## config.mk

```make
export PLATFORM = sky130hd
export DESIGN_NAME = ras_ctrl
export DESIGN_NICKNAME = d
export VERILOG_FILES = /design/src/rtl/ras_ctrl.sv
export SDC_FILE = /design/constraint.sdc
export NUM_CORES = 1
export LEC_CHECK = 0
export BUFFER_PORTS_ARGS = -buffer_cell sky130_fd_sc_hd__buf_2
export CORE_MARGIN = 2
export CORE_UTILIZATION = 47
export DETAILED_ROUTE_END_ITERATION = 8
export GPL_TIMING_DRIVEN = 0
export PLACE_DENSITY_LB_ADDON = 0.3
export SLEW_MARGIN = 40
export SYNTH_ARGS = -nofsm -noshare
export SYNTH_HDL_FRONTEND = slang
export SYNTH_SLANG_ARGS = --single-unit
```

## constraint.sdc

```tcl
create_clock -name i_clk -period 3.3 [get_ports i_clk]
set_clock_uncertainty 0.1 [all_clocks]
set_input_delay 0.165 -clock i_clk [delete_from_list [all_inputs] [get_ports i_clk]]
set_output_delay 0.165 -clock i_clk [all_outputs]
set_load 0.01 [all_outputs]
```

## src/rtl/ras_ctrl.sv

```systemverilog
// Return-address-stack sequencer for the fetch stage: decodes calls, returns and coroutine swaps,
// drives the external stack and rewinds wrong-path pushes after a mispredict flush.
module ras_ctrl #(
  parameter int RAS_INDEX = 3
) (
  input  logic        i_clk,
  input  logic        i_rst,
  input  logic        i_fetch_valid,
  input  logic [31:0] i_fetch_instr,
  input  logic [31:0] i_fetch_pc,
  output logic        o_fetch_ready,
  output logic        o_pred_valid,
  output logic [31:0] o_pred_target,
  input  logic        i_commit_call,
  input  logic        i_commit_ret,
  input  logic        i_flush,
  output logic        o_ras_push,
  output logic        o_ras_pop,
  output logic [31:0] o_ras_addr_in,
  input  logic [31:0] i_ras_addr_out,
  input  logic        i_ras_empty
);

  localparam logic [RAS_INDEX:0] MAX_DEPTH = {1'b1, {RAS_INDEX{1'b0}}};
  localparam logic [6:0] OPC_JAL  = 7'b1101111;
  localparam logic [6:0] OPC_JALR = 7'b1100111;

  typedef enum logic [1:0] {IDLE, SWAP, REPAIR} state_t;

  state_t             r_state;
  logic [RAS_INDEX:0] r_specDepth;
  logic [RAS_INDEX:0] r_commitDepth;
  logic [31:0]        r_swapAddr;

  logic [4:0]         w_rd;
  logic [4:0]         w_rs1;
  logic               w_rdLink;
  logic               w_rs1Link;
  logic               w_isJal;
  logic               w_isJalr;
  logic               w_isCall;
  logic               w_isRet;
  logic               w_isCor;
  logic               w_unused;
  logic               w_idle;
  logic               w_accept;
  logic               w_doCall;
  logic               w_doRetLike;
  logic               w_predValid;
  logic               w_swapPush;
  logic               w_repairPop;
  logic [31:0]        w_linkAddr;
  logic [RAS_INDEX:0] w_specInc;
  logic [RAS_INDEX:0] w_commitNext;

  assign w_rd      = i_fetch_instr[11:7];
  assign w_rs1     = i_fetch_instr[19:15];
  assign w_rdLink  = (w_rd == 5'd1) || (w_rd == 5'd5);
  assign w_rs1Link = (w_rs1 == 5'd1) || (w_rs1 == 5'd5);
  assign w_isJal   = (i_fetch_instr[6:0] == OPC_JAL);
  assign w_isJalr  = (i_fetch_instr[6:0] == OPC_JALR);
  assign w_unused  = ^{i_fetch_instr[31:20], i_fetch_instr[14:12]};

  // A JALR linking through the same register it jumps through is a plain call, not a swap
  assign w_isCall = (w_isJal & w_rdLink) |
                    (w_isJalr & w_rdLink & (~w_rs1Link | (w_rd == w_rs1)));
  assign w_isRet  = w_isJalr & ~w_rdLink & w_rs1Link;
  assign w_isCor  = w_isJalr & w_rdLink & w_rs1Link & (w_rd != w_rs1);

  assign w_idle      = (r_state == IDLE) & ~i_rst;
  assign w_accept    = i_fetch_valid & o_fetch_ready;
  assign w_doCall    = w_accept & w_isCall;
  assign w_doRetLike = w_accept & (w_isRet | w_isCor);
  assign w_predValid = w_doRetLike & ~i_ras_empty;
  assign w_swapPush  = (r_state == SWAP) & ~i_rst & ~i_flush;
  assign w_linkAddr  = i_fetch_pc + 32'd4;
  assign w_specInc   = (r_specDepth == MAX_DEPTH) ? r_specDepth : r_specDepth + 1'b1;

  // Committed depth as it will be after this cycle's retire pulses; REPAIR rewinds towards it
  always_comb begin
    w_commitNext = r_commitDepth;
    if (i_commit_call && !i_commit_ret && r_commitDepth != MAX_DEPTH)
      w_commitNext = r_commitDepth + 1'b1;
    else if (i_commit_ret && !i_commit_call && r_commitDepth != '0)
      w_commitNext = r_commitDepth - 1'b1;
  end

  assign w_repairPop = (r_state == REPAIR) & ~i_rst & ~i_flush & (r_specDepth > w_commitNext);

  assign o_fetch_ready = w_idle & ~i_flush;
  assign o_pred_valid  = w_predValid;
  assign o_pred_target = w_predValid ? i_ras_addr_out : 32'd0;
  assign o_ras_push    = w_doCall | w_swapPush;
  assign o_ras_pop     = w_predValid | w_repairPop;
  assign o_ras_addr_in = w_doCall ? w_linkAddr : (w_swapPush ? r_swapAddr : 32'd0);

  // Depth tracking mirrors the stack pointer exactly; a flush overrides whatever state we are in
  always_ff @(posedge i_clk) begin
    if (i_rst) begin
      r_state       <= IDLE;
      r_specDepth   <= '0;
      r_commitDepth <= '0;
      r_swapAddr    <= '0;
    end else begin
      r_commitDepth <= w_commitNext;
      if (i_flush) begin
        r_state <= REPAIR;
      end else begin
        case (r_state)
          IDLE: begin
            if (w_doCall)
              r_specDepth <= w_specInc;
            else if (w_predValid)
              r_specDepth <= r_specDepth - 1'b1;
            if (w_accept && w_isCor) begin
              r_swapAddr <= w_linkAddr;
              r_state    <= SWAP;
            end
          end
          SWAP: begin
            r_specDepth <= w_specInc;
            r_state     <= IDLE;
          end
          REPAIR: begin
            if (w_repairPop) begin
              r_specDepth <= r_specDepth - 1'b1;
            end else begin
              // Entries overwritten by wrong-path pushes cannot be recovered, so trust the stack
              r_commitDepth <= r_specDepth;
              r_state       <= IDLE;
            end
          end
          default: r_state <= IDLE;
        endcase
      end
    end
  end

endmodule
```

---- After elaboration in Yosys (flattened, before gate mapping) ----
Index checks and enable logic that the tools add are counted.
Widths: inputs -> output; s select.
storage, ports and cells
  bits in registers ....................... 42
  bits of input ports ..................... 103
  output and inout bits ................... 68
  logic and storage cells ................. 91
cells by class
  add/sub/neg operators ................... 5
  magnitude comparators ................... 1
  equality and inequality tests ........... 18
  multiplexer cells ....................... 17
  bitwise gates (word level) .............. 28
  reduce and logical (&&, ||, !) cells .... 17
operators by type and width
  kind                   number
  $mux 32                3
  $mux 4                 9
  $add 32x3->32 const B  1
  $and 1x1->1            18
  $eq 7x7->1 const B     2
  $pmux 4 s3             1
  $eq 5x1->1 const B     2
  $eq 5x3->1 const B     2
  $add 4x1->4 const B    2
  $sub 4x1->4 const B    2
  $mux 2                 3
  $ne 3x3->1 const B     2
  $eq 5x5->1             1
  $logic_and 1x1->1      5
  $ne 5x5->1             1
  $not 1->1              5
  $or 1x1->1             5
  $eq 4x4->1 const B     1
  $gt 4x4->1             1
  $ne 2x2->1 const B     2
  $ne 4x4->1 const B     1
  $pmux 2 s2             1
  $reduce_and 2->1       2
  $reduce_and 4->1       1
  11 further kinds       13

---- Longest topological paths before layout ----
Gate-level depths: netlist of run 1.
  word-level depth ........................ 11
  gate-level depth with buffers ........... 13
  depth with buffers taken out ............ 13

---- Worst setup path before layout of run 1 ----
No wires, ideal clock.
  path kind ............................... flip-flop to flip-flop
  start ................................... register r_commitDepth[1]
  end ..................................... register r_specDepth[3]
  setup time .............................. 0.103 ns
  data arrival time ....................... 2.720 ns
  data required time ...................... 3.097 ns
  setup slack ............................. 0.376 ns
  stages on the path, launching flop included .. 14
  path buffers ............................ 0
  path through ............................ dfxtp_1 inv_1 ha_1 or3b_2 a21oi_1 nor3_1 a31oi_1 ha_1 nand4_1 nand3_1 a21o_1 a21oi_1 a21oi_1 a2111oi_2
between the ends
  cells in the longest elaborated chain, start to end .. 8
  elaborated cells between the ends (all ways) .. 12
  those cells by class .................... add/sub: 2; order compare: 1; eq/ne: 2; mux: 2; bitwise: 1; reduce/logical: 4
ends and longest elaborated chain
  what                                                                 line  RTL
  start, declared                                                      32    logic [RAS_INDEX:0] r_commitDepth;
  start signal, assigned                                               105   r_commitDepth <= w_commitNext;
  start signal, assigned                                               129   r_commitDepth <= r_specDepth;
  parallel branches: the longest is 3 deep, another holds $sub 4x1->4  n/a
  $mux 4 *                                                             82    if (i_commit_call && !i_commit_ret && r_commitDepth != MAX_DEPTH)
  $gt 4x4->1 *                                                         88    assign w_repairPop = (r_state == REPAIR) & ~i_rst & ~i_flush & (r_specDepth > w_commitNext);
  $and 1x1->1 *                                                        88
  $ne 2x2->1 (no source line) *                                        n/a
  $reduce_and 4->1 (no source line) *                                  n/a
  end signal, assigned                                                 112   r_specDepth <= w_specInc;
  end signal, assigned                                                 114   r_specDepth <= r_specDepth - 1'b1;
  end signal, assigned                                                 121   r_specDepth <= w_specInc;
  end, declared                                                        31    logic [RAS_INDEX:0] r_specDepth;
Every way passes the cells marked *.
A chain may end at the register's enable or synchronous reset.

---- Worst setup path in the final report of run 1 ----
Ends and elaborated chain as after synthesis.

==> flow_summary.ini, run 1 <==
[worst_hold_path]
min_from = i_fetch_pc[2]
min_path_type = input port to register
whs_endpoint = r_swapAddr[2]
holdPathStages = 2

[setup_path]
worstPathArrival_ps = 3190
reg2reg_to = r_specDepth[3]
r2r_cells = 13
cp-end-kind = register
startpoint_type = register
crit_slowest_cell = or3b_4
rr_startpoint = r_commitDepth[1]
max_stage_delay_ps = 390
path_max_fanout = 6
criticalPathCategory = register to register
reg2reg_setup_slack_ps = 200
worstPathRequired_ps = 3390
path_cells = inv_1 -> ha_2 -> or3b_4 -> a21oi_2 -> nor3_1 -> a31oi_1 -> ha_1 -> nand4_1 -> nand3_1 -> a21o_2 -> a21oi_4 -> a21oi_1 -> a2111oi_2

[routing]
dr_wl_met2_mm = 5.253
m1WireLength_mm = 4.505
wl_met3_um = 876
wl_per_cell_um = 14.59
vias = 4191
drt_iter0_markers = 223
drtAntennaViolNets = 0
routed.top_layer = met4
drc_errors = 0
vias_per_cell = 5.656
routed_wl_mm = 10.81
first_pass_iters = 5

[pwr]
clkPwrFrac = 0.336
seqPwrFrac = 0.422
p_sw_frac = 0.2957
p_switching_mw = 0.3697
vdd_ir_drop_max_mv = 0.1726
p_comb_frac = 0.242
power_density_nw_per_um2 = 275.9
p_int_mw = 0.8806
p_leak_nw = 1.973

[timing]
slew_violations = 0
rsz0062_at_grt = no
period_minus_slack_ps = 3103
slew_headroom = 0.5831
hold_viol_final = 0
setup_viol = 0
fin_crit_sh = 0.9404
tightestPinTransition_ps = 620.6
holdWs_ps = 28.04
fmax_mhz = 322.2

[layout]
final_cells = 741
fin_nets = 756
fillerInstances = 694
syn_to_final_growth_pct = 31.09
mostFrequentLayoutCell = buf_2
diodes = 0
drive_gt1_frac = 0.2975
final_cell_mix = buf_2, nand3_1, nor2_1

[synthesis]
synth.largest_area_cell = dfxtp_1
synthAdderAreaFrac = 0.04343
synth-seq-area-share = 0.2432
synth_top_family_by_area = simple AND/OR/NAND/NOR gates
synthCells = 476
ys_top_cells_by_area = dfxtp_1, nand3_1, a211oi_1
synth_top_area_share = 0.2432
ys_types = 54
muxShareOfSynthArea = 0.01484
synth_nets = 591
syn_area_sq_um = 3457
async_reset_ff_frac = 0
ys.flop_type = dfxtp_1
ys.warnings.count = 0
yosys.area_share.simple = 0.3297
synth-compound-area-share = 0.2237
avgSynthCellArea_sq_um = 7.263
synth_xor_area_frac = 0.08867
synth_seq_cells = 42
synth_edf_count = 0

[placement]
placed_cells = 728
gp_congestion = 0.9149
io_buffers = 153
dp_hpwl_mm = 8.411

[floorplan]
die_y_um = 89.77
die_w_um = 89.77
io_pins = 171
dieArea_sq_um = 8058
rows = 31
core_sq_um = 7176
start_util = 0.4818

[clock_tree]
cts_buffers = 5
root_buffer = clkbuf_8
clk_path_buf_depth = 2
cts_tree = built
worstSkewPairLatency_ps = 300
htreeDepth = 2
clkTransAtPathRegs_ps = 90
cts_sinks = 42

[status]
status = finished, final reports clean

[global_routing]
grt_pass1_wl_mm = 18.22
grtUsageTotal = 0.2641
grt_pass1_vias = 3986
grt_overflow = 0
antenna_found_initial = 0
grt_max_degree = 15

[job]
maxCapViolCount = 0
-- power groups by stage --
stage / registers (mW) / clock network [mW] / logic (mW)
5_1_grt: 0.530 / 0.453 / 0.338
4_1_cts: 0.526 / 0.429 / 0.287
6_report: 0.528 / 0.421 / 0.302
2_1_floorplan: 0.535 / 0 / 0.176
3_3_place_gp: 0.538 / 0 / 0.273
3_5_place_dp: 0.538 / 0 / 0.284
-- worst max path at each step --
stage | startpoint | to | slack [ps] | cells after the start
floorplan | r_commitDepth[1] | r_specDepth[3] | 380 | 13
global placement | r_commitDepth[1] | r_specDepth[3] | -40 | 13
detailed placement | r_commitDepth[1] | r_specDepth[3] | -120 | 13
CTS | r_commitDepth[1] | o_ras_pop | 20 | 12
global route | r_commitDepth[1] | r_specDepth[3] | 5 | 13
finish | r_commitDepth[1] | r_specDepth[3] | 200 | 13
-- registers in the layout (all words and copies together), names as in the netlist --
signal,cells
r_swapAddr,32
r_commitDepth,4
r_specDepth,4
r_state,2
-- what timing repair did --
item,CTS,global route
endpoints found under the setup margin,4,60
resized for setup,3,7
cloned,0,0
pin swaps,0,3
endpoints found under the hold margin,0,0
hold buffers,0,0
buffers inserted,0,5
-- area by class of cell --
| cell class | count | area, sq um | share of cell area |
|---|---|---|---|
| tap | 99 | 123.9 | 0.02733 |
| clock inverter | 3 | 43.79 | 0.009663 |
| inverter | 15 | 56.30 | 0.01242 |
| timing repair buffer | 158 | 803.3 | 0.1772 |
| multi-input combinational | 388 | 2454 | 0.5414 |
| clock buffer | 5 | 68.82 | 0.01518 |
| buffer | 31 | 138.9 | 0.03065 |
| sequential | 42 | 843.3 | 0.1861 |
-- metal layers --
metal | GRT usage | vias to the layer above
met3 | 0.04778 | 21
met5 | 0 | -
li1 | - | 2033
met1 | 0.3370 | 1929
met2 | 0.4520 | 208
met4 | 0.08718 | 0
-- metrics by stage --
stage / util / setup WS, ps / setup TNS [ps] / area (sq um) / power [mW]
global placement: 0.6058 / -35.80 / -35.80 / 4347 / 0.8108
global route: 0.6316 / 4.566 / 0 / 4532 / 1.320
detailed placement: 0.6058 / -120.0 / -134.7 / 4347 / 0.8216
CTS: 0.6232 / 22.40 / 0 / 4472 / 1.243
finish: 0.6316 / 196.6 / 0 / 4532 / 1.250
floorplan: - / 376.5 / 0 / 3457 / 0.7116
-- kinds of logic (layout without fill, tap and decap cells) --
logic type / Yosys count / in the layout
muxes: 5 / 5
xor gates and xnor gates: 35 / 35
DFF: 42 / 42
adders and majority gates: 12 / 12
buffers and inverters: 46 / 212
and+or+nand+nor: 217 / 217
AOI/OAI and AO/OA: 119 / 119
-- cells in the mapped netlist, types with 2 or more instances --
cell type / instances
nand3_1: 51
nor2_1: 47
o21ai_0: 43
dfxtp_1: 42
and2_1: 36
a211oi_1: 34
nand2_1: 29
clkbuf_1: 22
xnor2_1: 18
xor2_1: 17
a21oi_1: 15
inv_1: 15
ha_1: 12
nor3_1: 10
and3_1: 7
nand4_1: 7
and4_1: 6
buf_4: 5
nand2b_1: 5
mux2i_1: 4
nor4_1: 4
buf_2: 3
nor2b_1: 3
o211a_1: 3
o211ai_1: 3
a2111oi_2: 2
a31oi_1: 2
o21a_1: 2
o21ai_1: 2
o221ai_1: 2
or3_1: 2
-- worst max-delay path, delay by kind of cell (launching register included) --
| family | cells | cell delay [ps] |
|---|---|---|
| AOI/OAI and AO/OA | 6 | 1370 |
| DFF | 1 | 360 |
| and+or+nand+nor | 4 | 610 |
| adders and majority gates | 2 | 480 |
| buffers and inverters | 1 | 80 |
(Power assumes the default switching activity.)
==> inputs of run 2 (changes only) <==
==> constraint.sdc (replaced) <==
create_clock -name i_clk -period 3.3 [get_ports i_clk]
set_clock_uncertainty 0.1 [all_clocks]
set_input_delay 0.165 -clock i_clk [delete_from_list [all_inputs] [get_ports i_clk]]
set_output_delay 0.165 -clock i_clk [all_outputs]
set_load 0.05 [all_outputs]
==> run 2 against run 1 <==
Effect of this change: cell area about the same; flip-flop and latch count is the same; largest power group unchanged; first-iteration DRC count rose by 12%; die area did not move; register-to-register slack worse by 30 ps; via count is 0.12% lower; sequential share of layout area is essentially flat; final cell count shrank 0.27%; worst setup slack got worse by 46 ps.
==> flow_summary.ini, run 2 (synthesis results as in run 1) <==
[clock_tree]
cts_buffers = 5
cts_tree = built
worstSkewPairLatency_ps = 300
clk_path_buf_depth = 2
cts_sinks = 42
root_buffer = clkbuf_8
clkTransAtPathRegs_ps = 90
htreeDepth = 2

[layout]
largest-register = r_swapAddr
largest_register_ffs = 32
fin_nets = 754
final_cell_mix = buf_2, nand3_1, nor2_1
diodes = 0
syn_to_final_growth_pct = 31.13
fillerInstances = 692
final_cells = 739
top_regs = r_swapAddr x32, r_commitDepth x4, r_specDepth x4
mostFrequentLayoutCell = buf_2
drive_gt1_frac = 0.3016

[global_routing]
antenna_found_initial = 0
grt_max_degree = 15
grt_overflow = 0
grt_pass1_wl_mm = 18.29
grtUsageTotal = 0.2657
grt_pass1_vias = 3994

[timing]
period_minus_slack_ps = 3149
fin_crit_sh = 0.9542
rsz0062_at_grt = no
tightestPinTransition_ps = 614.5
fmax_mhz = 317.6
timing.setup.tns_ps = 0
hold_viol_final = 0
setup_viol = 0
slew_headroom = 0.5872
slew_violations = 0

[setup_path]
startpoint_type = register
path_buf_inv = 3
criticalPathCategory = register to output port
crit_slowest_cell = or3b_1
cpLargestDelayFamily = simple AND/OR/NAND/NOR gates
cp-end-kind = output port
max_stage_delay_ps = 450
worstPathRequired_ps = 3030
worstPathArrival_ps = 2880
path_cells = inv_1 -> ha_1 -> or3b_1 -> nor4_4 -> nand2_2 -> clkbuf_1 -> o21ai_0 -> buf_2
path_max_fanout = 10

[floorplan]
dieArea_sq_um = 8058
rows = 31
core_sq_um = 7176
start_util = 0.4818
die_y_um = 89.77
io_pins = 171
die_w_um = 89.77

[routing]
wl_met3_um = 775
drt_iter0_markers = 250
dr_wl_met2_mm = 5.313
routed.top_layer = met4
routed_wl_mm = 10.84
vias = 4186
vias_per_cell = 5.664
drtAntennaViolNets = 0
drc_errors = 0
first_pass_iters = 5
m1WireLength_mm = 4.547
wl_per_cell_um = 14.67

[pwr]
clkPwrFrac = 0.337
seqPwrFrac = 0.419
power_density_nw_per_um2 = 277.7
vdd_ir_drop_max_mv = 0.1741
p_comb_frac = 0.244
p_int_mw = 0.8809
p_leak_nw = 1.978
power_mw = 1.259
p_switching_mw = 0.3778
p_sw_frac = 0.3001

[placement]
dp_hpwl_mm = 8.411
io_buffers = 153
placed_cells = 728
gp_congestion = 0.9149

[job]
maxCapViolCount = 0

[worst_hold_path]
min_path_type = input port to register

[status]
status = finished, final reports clean
[run 2: metrics by stage]
step / hold WS, ps / instance area, sq um / utilization / worst slack [ps]
after floorplan: 133.9 / 3457 / - / 105.2
after global placement: 324.6 / 4347 / 0.6058 / -35.80
after detailed placement: 342.1 / 4347 / 0.6058 / -120.0
after CTS: 16.38 / 4479 / 0.6242 / 12.59
after global routing: 18.32 / 4533 / 0.6317 / 9.564
final: 30.26 / 4533 / 0.6317 / 151.0
[run 2: power by group through the flow]
| stage | clock, mW | sequential, mW | combinational (mW) |
|---|---|---|---|
| 4_1_cts | 0.429 | 0.526 | 0.291 |
| 3_3_place_gp | 0 | 0.538 | 0.277 |
| 3_5_place_dp | 0 | 0.538 | 0.288 |
| 6_report | 0.424 | 0.528 | 0.307 |
| 2_1_floorplan | 0 | 0.535 | 0.180 |
| 5_1_grt | 0.453 | 0.530 | 0.342 |
[run 2: per-layer routing]
metal,global-route usage,up-vias
met2,0.4545,193
met5,0,-
met4,0.09103,0
li1,-,2033
met1,0.3406,1934
met3,0.04359,26
[run 2: final cells by class]
cell class	instances	area [sq um]	share of cell area
well taps	99	123.9	0.02733
multi-input cells	388	2459	0.5424
inverters	15	56.30	0.01242
flip-flops and latches	42	843.3	0.1860
clock inverters	3	43.79	0.009660
clock buffers	5	68.82	0.01518
plain buffers	31	143.9	0.03174
repair buffers	156	794.5	0.1753
[run 2: final timing paths]
kind / slack [ps] / cells past startpoint / endpoint / startpoint
worst max-delay path: 150 / 8 / o_ras_addr_in[30] / r_state[0]
worst min register to register: 400 / 2 / r_swapAddr[10] / r_swapAddr[10]
worst min-delay path: 30 / 2 / r_swapAddr[2] / i_fetch_pc[2]
worst max register to register: 170 / 13 / r_specDepth[3] / r_commitDepth[1]
[run 2: repair_timing]
item / CTS / global route
hold buffers: 0 / 0
setup endpoints to repair: 11 / 38
pin swaps: 2 / 2
setup buffers: 2 / 1
gates cloned: 0 / 0
resized for setup: 2 / 22
==> inputs of run 3 (changes only) <==
--- a/config.mk
+++ b/config.mk
@@ -11,6 +11,7 @@
 export DETAILED_ROUTE_END_ITERATION = 8
 export GPL_TIMING_DRIVEN = 0
 export PLACE_DENSITY_LB_ADDON = 0.3
+export SETUP_SLACK_MARGIN = 0.5
 export SLEW_MARGIN = 40
 export SYNTH_ARGS = -nofsm -noshare
 export SYNTH_HDL_FRONTEND = slang
==> run 3 against run 2 <==
Effect of this change: hold slack better by 10 ps; utilization up 12 points; via count up 4.8%; final cell count up 3.0%; maximum frequency up 6.3%; register-to-register slack better by 220 ps; flip-flop and latch count unchanged; critical endpoint is now o_ras_pop.
==> flow_summary.ini, run 3 (synthesis results as in run 1) <==
[routing]
first_pass_iters = 6
drtAntennaViolNets = 0
drt_iter0_markers = 324
wl_per_cell_um = 16.74
vias_per_cell = 5.767
vias = 4389
drc_errors = 0
routed_wl_mm = 12.74

[timing]
hold_viol_final = 0
slew_violations = 0
timing.setup.tns_ps = 0
fmax_mhz = 337.5
fin_crit_sh = 0.8978
rsz0062_at_grt = yes
setup_viol = 0
slew_headroom = 0.06406
tightestPinTransition_ps = 1395
period_minus_slack_ps = 2963

[layout]
fin_nets = 778
diodes = 0
largest_register_ffs = 32
top_regs = r_swapAddr x32, r_commitDepth x4, r_specDepth x4
final_cell_mix = buf_2, nand3_1, nor2_1, buf_4, dfxtp_1
final_cells = 761
syn_to_final_growth_pct = 55.34
largest-register = r_swapAddr
mostFrequentLayoutCell = buf_2
drive_gt1_frac = 0.4079

[worst_hold_path]
min_path_type = input port to register

[pwr]
clkPwrFrac = 0.265
seqPwrFrac = 0.419
power_density_nw_per_um2 = 234.5
p_comb_frac = 0.316
p_switching_mw = 0.3977
p_leak_nw = 2.245
p_sw_frac = 0.3158
vdd_ir_drop_max_mv = 0.1527
p_int_mw = 0.8615

[global_routing]
grt_overflow = 0
grt_pass1_vias = 3941
grt_max_degree = 12
grtUsageTotal = 0.2799
grt_pass1_wl_mm = 19.21
antenna_found_initial = 0

[floorplan]
die_y_um = 89.77
die_w_um = 89.77
io_pins = 171
rows = 31
start_util = 0.4818
dieArea_sq_um = 8058
core_sq_um = 7176

[clock_tree]
cts_buffers = 5
htreeDepth = 2
clkTransAtPathRegs_ps = 80
ctsHoldBuffers = 0
root_buffer = clkbuf_8
cts_sinks = 42
worstSkewPairLatency_ps = 290
clk_path_buf_depth = 2
cts_tree = built

[job]
maxCapViolCount = 0

[setup_path]
criticalPathCategory = register to output port
worstPathArrival_ps = 2700
path_max_fanout = 4
startpoint_type = register
worstPathRequired_ps = 3030
cp-end-kind = output port

[placement]
dp_hpwl_mm = 8.516
placed_cells = 728
io_buffers = 153
gp_congestion = 0.9458

[status]
status = finished, final reports clean
## run 3: worst max-delay path: stages (launching register included)
cell,delay [ps]
dfxtp_4,350
inv_4,50
ha_4,120
or3b_4,380
a21oi_2,160
nor3_2,90
a31oi_2,210
ha_1,280
nor2b_1,140
o211ai_1,180
a21o_4,200
o21ai_2,70
buf_6,180
## run 3: through the flow
stage	hold slack [ps]	setup WS, ps	power, mW	util	area (sq um)
after floorplan	133.9	133.2	0.7221	-	3503
after global placement	331.0	173.6	0.8235	0.6122	4393
after detailed placement	342.8	110.0	0.8343	0.6122	4393
after CTS	44.54	340.0	1.202	0.6807	4885
after global routing	64.10	218.7	1.312	0.7484	5370
final	40.43	337.2	1.259	0.7484	5370
## run 3: layout make-up
class                   instances  area [sq um]
plain buffers                  31         214.0
inverters                      15         58.81
fillers                       548          1805
repair buffers                178          1261
multi-input cells             390          2781
flip-flops and latches         42         848.3
well taps                      99         123.9
clock buffers                   6         82.58
## run 3: final timing paths
| path | startpoint | endpoint | slack, ps | depth (start not counted) |
|---|---|---|---|---|
| worst max-delay path | r_commitDepth[0] | o_ras_pop | 340 | 12 |
| worst min-delay path | i_fetch_pc[0] | r_swapAddr[0] | 40 | 3 |
| worst max register to register | r_commitDepth[0] | r_specDepth[1] | 390 | 14 |
| worst min register to register | r_swapAddr[6] | r_swapAddr[6] | 400 | 2 |
## run 3: per-layer routing
layer | up-vias | wire, um | track usage
met1 | 2090 | 5287 | 0.3850
li1 | 2085 | - | -
met3 | 24 | 788 | 0.04191
met2 | 190 | 6462 | 0.4665
met4 | 0 | 198 | 0.06154
met5 | - | 0 | 0
## run 3: power groups by stage
stage,Sequential (mW),Combinational [mW],Clock (mW)
detailed placement,0.538,0.296,0
floorplan,0.535,0.187,0
finish,0.527,0.398,0.334
global placement,0.538,0.286,0
CTS,0.525,0.343,0.334
global route,0.528,0.430,0.354
## run 3: what timing repair did
| action | in CTS | in global routing |
|---|---|---|
| pin swaps | 12 | 12 |
| endpoints found under the setup margin | 77 | 77 |
| setup buffers | 13 | 6 |
| gates cloned | 4 | 4 |
| resized for setup | 97 | 114 |
